[src/rtl/l2_grad.sv]
// L2 loss backward pass: streams saturated grad[k] = 2*(yHat[k]-y[k]) for the first num
// elements over a valid/ready port and mirrors each accepted element into a gradient array.
module l2_grad #(
   parameter int IL    = 8,
   parameter int FL    = 12,
   parameter int size  = 16,
   parameter int width = $clog2(size)
) (
   input  logic                     clk,
   input  logic                     reset,
   input  logic                     en,
   input  logic [(IL+FL)*size-1:0]  yHat,
   input  logic [(IL+FL)*size-1:0]  y,
   input  logic [width-1:0]         num,
   input  logic                     grad_ready,
   output logic                     grad_valid,
   output logic [IL+FL-1:0]         grad_out,
   output logic [width-1:0]         grad_idx,
   output logic [(IL+FL)*size-1:0]  grad,
   output logic                     busy,
   output logic                     done,
   output logic [1:0]               dbg_state
);

   localparam int N = IL + FL;

   typedef enum logic [1:0] {
      IDLE = 2'd0,
      RUN  = 2'd1,
      DONE = 2'd2
   } state_t;

   state_t             state, state_nxt;
   logic [N*size-1:0]  yhat_s, y_s, grad_r;
   logic [width-1:0]   num_s, idx, idx_nxt;
   logic [N-1:0]       gout_r;
   logic               start, accept, last;

   // Handshake: an element transfers on any rising edge where grad_valid and grad_ready
   // are both high; while grad_ready is low, grad_out/grad_idx hold their values.

   // diff needs N+1 bits and doubling adds one more; saturate when the top three bits disagree.
   function automatic logic [N-1:0] sat_grad(input logic [N-1:0] a, input logic [N-1:0] b);
      logic [N+1:0] g;
      g = ({{2{a[N-1]}}, a} - {{2{b[N-1]}}, b}) << 1;
      if (g[N+1:N-1] == 3'b000 || g[N+1:N-1] == 3'b111)
         return g[N-1:0];
      else if (g[N+1])
         return {1'b1, {(N-1){1'b0}}};
      else
         return {1'b0, {(N-1){1'b1}}};
   endfunction

   always_comb begin
      start     = (state == IDLE) && en && (num != '0);
      accept    = (state == RUN) && grad_ready;
      last      = (idx == num_s - width'(1));
      idx_nxt   = idx + width'(1);
      state_nxt = state;
      case (state)
         IDLE:    if (en) state_nxt = (num != '0) ? RUN : DONE;
         RUN:     if (accept && last) state_nxt = DONE;
         DONE:    state_nxt = IDLE;
         default: state_nxt = IDLE;
      endcase
   end

   always_ff @(posedge clk) begin
      if (reset) state <= IDLE;
      else       state <= state_nxt;
   end

   // Element 0 comes straight from the inputs at start so it is on grad_out one cycle later.
   always_ff @(posedge clk) begin
      if (reset) begin
         yhat_s <= '0;
         y_s    <= '0;
         num_s  <= '0;
         grad_r <= '0;
         idx    <= '0;
         gout_r <= '0;
      end else if (start) begin
         yhat_s <= yHat;
         y_s    <= y;
         num_s  <= num;
         grad_r <= '0;
         idx    <= '0;
         gout_r <= sat_grad(yHat[N-1:0], y[N-1:0]);
      end else if (accept) begin
         grad_r[int'(idx)*N +: N] <= gout_r;
         if (!last) begin
            idx    <= idx_nxt;
            gout_r <= sat_grad(yhat_s[int'(idx_nxt)*N +: N], y_s[int'(idx_nxt)*N +: N]);
         end
      end
   end

   assign grad_valid = (state == RUN);
   assign busy       = (state == RUN);
   assign done       = (state == DONE);
   assign grad_out   = gout_r;
   assign grad_idx   = idx;
   assign grad       = grad_r;
   assign dbg_state  = state;

endmodule

[config.mk]
export PLATFORM = sky130hd
export DESIGN_NAME = l2_grad
export DESIGN_NICKNAME = d
export VERILOG_FILES = /design/src/rtl/l2_grad.sv
export SDC_FILE = /design/constraint.sdc
export NUM_CORES = 2
export LEC_CHECK = 0
export BUFFER_PORTS_ARGS = -buffer_cell sky130_fd_sc_hd__buf_2
export CORE_ASPECT_RATIO = 1.1
export CORE_MARGIN = 3
export CORE_UTILIZATION = 30
export DETAILED_ROUTE_END_ITERATION = 10
export PLACE_DENSITY = 0.5
export SLEW_MARGIN = 10
export SYNTH_ARGS = -nofsm -noshare
export SYNTH_HDL_FRONTEND = slang
export SYNTH_SLANG_ARGS = --single-unit
[constraint.sdc]
create_clock -name clk -period 13.4 [get_ports clk]
set_clock_uncertainty 0.1 [all_clocks]
set_input_delay 1.34 -clock clk [delete_from_list [all_inputs] [get_ports clk]]
set_output_delay 1.34 -clock clk [all_outputs]
set_load 0.005 [all_outputs]
==> impl_results.md <==
* Clk_lat worst skew at 750 ps
* H-tree levels at 3
* CP max stage delay at 870 ps
* Period utilisation layout at 56.12%
* Clock buffer depth at 3
* Maximum clock rate at 133.0 MHz
* Post-synth EDFFs at 0
* Vias in the first global route at 39600
* Unique masters post-synth at 72
* Classification of the worst setup path: flop to flop
* Flop pwr share at 42.6%
* Nets at 6595
* Rows at 145
* Synth-to-Final Area Change at 23.99%
* Pins over their slew limit at 0
* Gate power share at 16.3%
* Die height at 405.5 µm
* Initial Utilization at 30.44%
* Pre-antenna DRT Iters at 5
* Die area at 149700 µm²
* Finish-stage setup viols at 0
* Number of port buffers at 996
* RSZ-0062 raised after global routing: no
* Syn_nets at 5799
* Hold buffer count at cts at 0
* Synth area leader: dfxtp_1
* Remaining antenna violation count after routing at 0
* WP data required at 13930 ps
* Core area at 143000 µm²
* TritonCTS buffer count at 110
* Max_cap viols at 0
* Final core utilization at 37.74%
* Async S/R FF share, synth at 0%
* Non-filler cells, final at 7913
* Root buffer cell: clkbuf_16
* Clk slew on worst S/H paths at 70 ps
* Initial antenna violation count at 19
* CP max-delay cell: dfxtp_4
* DRC Markers at 0
* PD cells at 143.9 nW/µm²
* Tightest Pin Transition at 1178 ps
* Post-cts resize count at 0
* Post-Route WL at 206400 µm
* Total gr overflow at 0
* DR vias/cell at 5.212
* Clock share of power at 41.1%
* CP startpoint: grad_idx[0]
* Post-CTS setup repair buffer count at 0
* Io pins at 997
* Most frequent cells in the layout: 1491 x nand2_1, 995 x buf_2, 989 x dfxtp_1
* Netlist Area Pre-Place at 43520 µm²
* DR WL/cell at 26.08 µm
* # placed instances at 7695
* Routability congestion estimate at 0.9218
* Sw frac at 30.11%
* Tot GR Track Use at 26.40%
* CTS tree: yes
* Worst slew margin at 21.47%
* Synth top area cells: dfxtp_1 46%, nand2_1 13%, mux4_2 10%
* Share of layout cells above drive strength 1 at 25.18%
* Hold WC Path Type: flop to flop
* Post-synthesis instance total at 5100
* Die Wd at 369.1 µm
* Main flop type after synthesis: dfxtp_1
* DR iter-0 viols at 3753
* Worst-path cell chain: clkinv_1, ha_4, buf_4, mux4_2, mux4_2, ha_1, fa_1, nand2b_1, a21oi_1, o21ai_0, o211a_1, a311oi_1, a31oi_1, nor2_2, o21ai_0, a311oi_1
* First-pass GRT wire length at 287400 µm
* Nature of the critical path endpoint: flop
* Clock sink total at 990
* Psw at 2338 µW
* Status: completed
* Routed via count at 41250
* RR Startpoint: grad_idx[0]
* Worst setup SP type: flop
* Critical path fanouts, max at 52
* Hold path startpoint: yhat_s[257]
* Dpl ws at 5449 ps
* Fin crit period at 7520 ps
* Pin count of the biggest net entering global routing at 228
* Final TNS setup at 0 ps
* YS warnings at 0
* Final WS setup at 5880 ps
* Syn Area/Cell at 8.533 µm²
* Commonest non-fill, non-tap cell in the layout: nand2_1
* Crit path DAT at 8050 ps
* #FFs+latches synth at 990
* Post-synthesis sequential area ratio at 45.54%
* Post-DP HPWL at 162000 µm
* Worst vdd ir at 0.0001050 V
* Final hold violation count at 0
* Post-synth top area share at 45.54%
* P_leak at 0.02172 µW
* Internal power at 5426 µW
* Overall Power at 7764 µW
## power groups by stage
stage / clock network [µW] / registers, µW / logic, µW
CTS: 3250 / 3300 / 1270
global placement: 0 / 3370 / 1260
floorplan: 0 / 3250 / 794
finish: 3190 / 3310 / 1260
global route: 3360 / 3310 / 1380
detailed placement: 0 / 3360 / 1260
## layer usage
layer	up-vias	wire length (µm)	track usage, %
met5	-	90	0
met4	14	10860	13.20
met3	346	15240	4.976
met2	1699	97520	43.55
met1	20080	82700	32.99
li1	19100	-	-
## critical path, delay by kind of cell (launching register included)
family | cells | cell delay (ps)
buffers and inverters | 2 | 1200
flip-flops | 1 | 870
AO/OA/AOI/OAI | 7 | 1720
adder cells (fa/ha/maj) | 3 | 1430
multiplexers | 2 | 1190
AND/OR/NAND/NOR | 2 | 810
## path summary, 6_finish.rpt
path	end	slack (ps)	cells after the start
worst max-delay path	grad_out[18]	5880	16
worst min-delay path	yhat_s[257]	350	2
worst max register to register	grad_out[18]	5880	16
worst min register to register	yhat_s[257]	350	2
## registers in the layout, summed over array words and instances, names as in the netlist
name       flops
grad         320
dbg_state      2
grad_out      20
grad_idx       4
y_s          320
num_s          4
yhat_s       320
## logic make-up (layout without fill, tap and decap cells)
logic type | count (synthesis) | count (layout) | synth area share, %
XOR/XNOR | 49 | 49 | 1.029
adder cells (fa/ha/maj) | 51 | 51 | 1.518
flip-flops | 990 | 990 | 45.54
AND/OR/NAND/NOR | 2124 | 2124 | 19.45
multiplexers | 404 | 404 | 15.08
buffers and inverters | 422 | 1311 | 3.703
other | 0 | 13 | 0
AO/OA/AOI/OAI | 1060 | 1060 | 13.68
## Yosys cell counts (all sizes together) (22+ instances only)
master	n
xnor2	34
mux4	200
dfxtp	990
nand3	60
nand2b	26
a211oi	38
o221a	22
a31oi	22
nand2	1491
buf	38
nor2	399
ha	48
inv	54
a21oi	792
nor3	73
o22ai	50
clkbuf	329
mux2i	192
o21ai	50
## area by class of cell
cell class / count / area, µm²
antenna: 13 / 32.53
clock buffer: 158 / 3183
clock inverter: 47 / 651.9
fill: 15020 / 89010
inverter: 55 / 206.4
multi-input combinational: 3688 / 22200
sequential: 990 / 19820
tap: 1911 / 2391
timing repair buffer: 1051 / 5470
## metrics by stage
stage          instance area (µm²)  hold WS, ps
6_report                     53960        350.6
5_1_grt                      53930        363.3
4_1_cts                      53920        351.7
3_5_place_dp                 50090        343.2
3_3_place_gp                 50090        339.8
2_1_floorplan                43520        333.1
No activity file was read; power rests on OpenSTA's default activity.
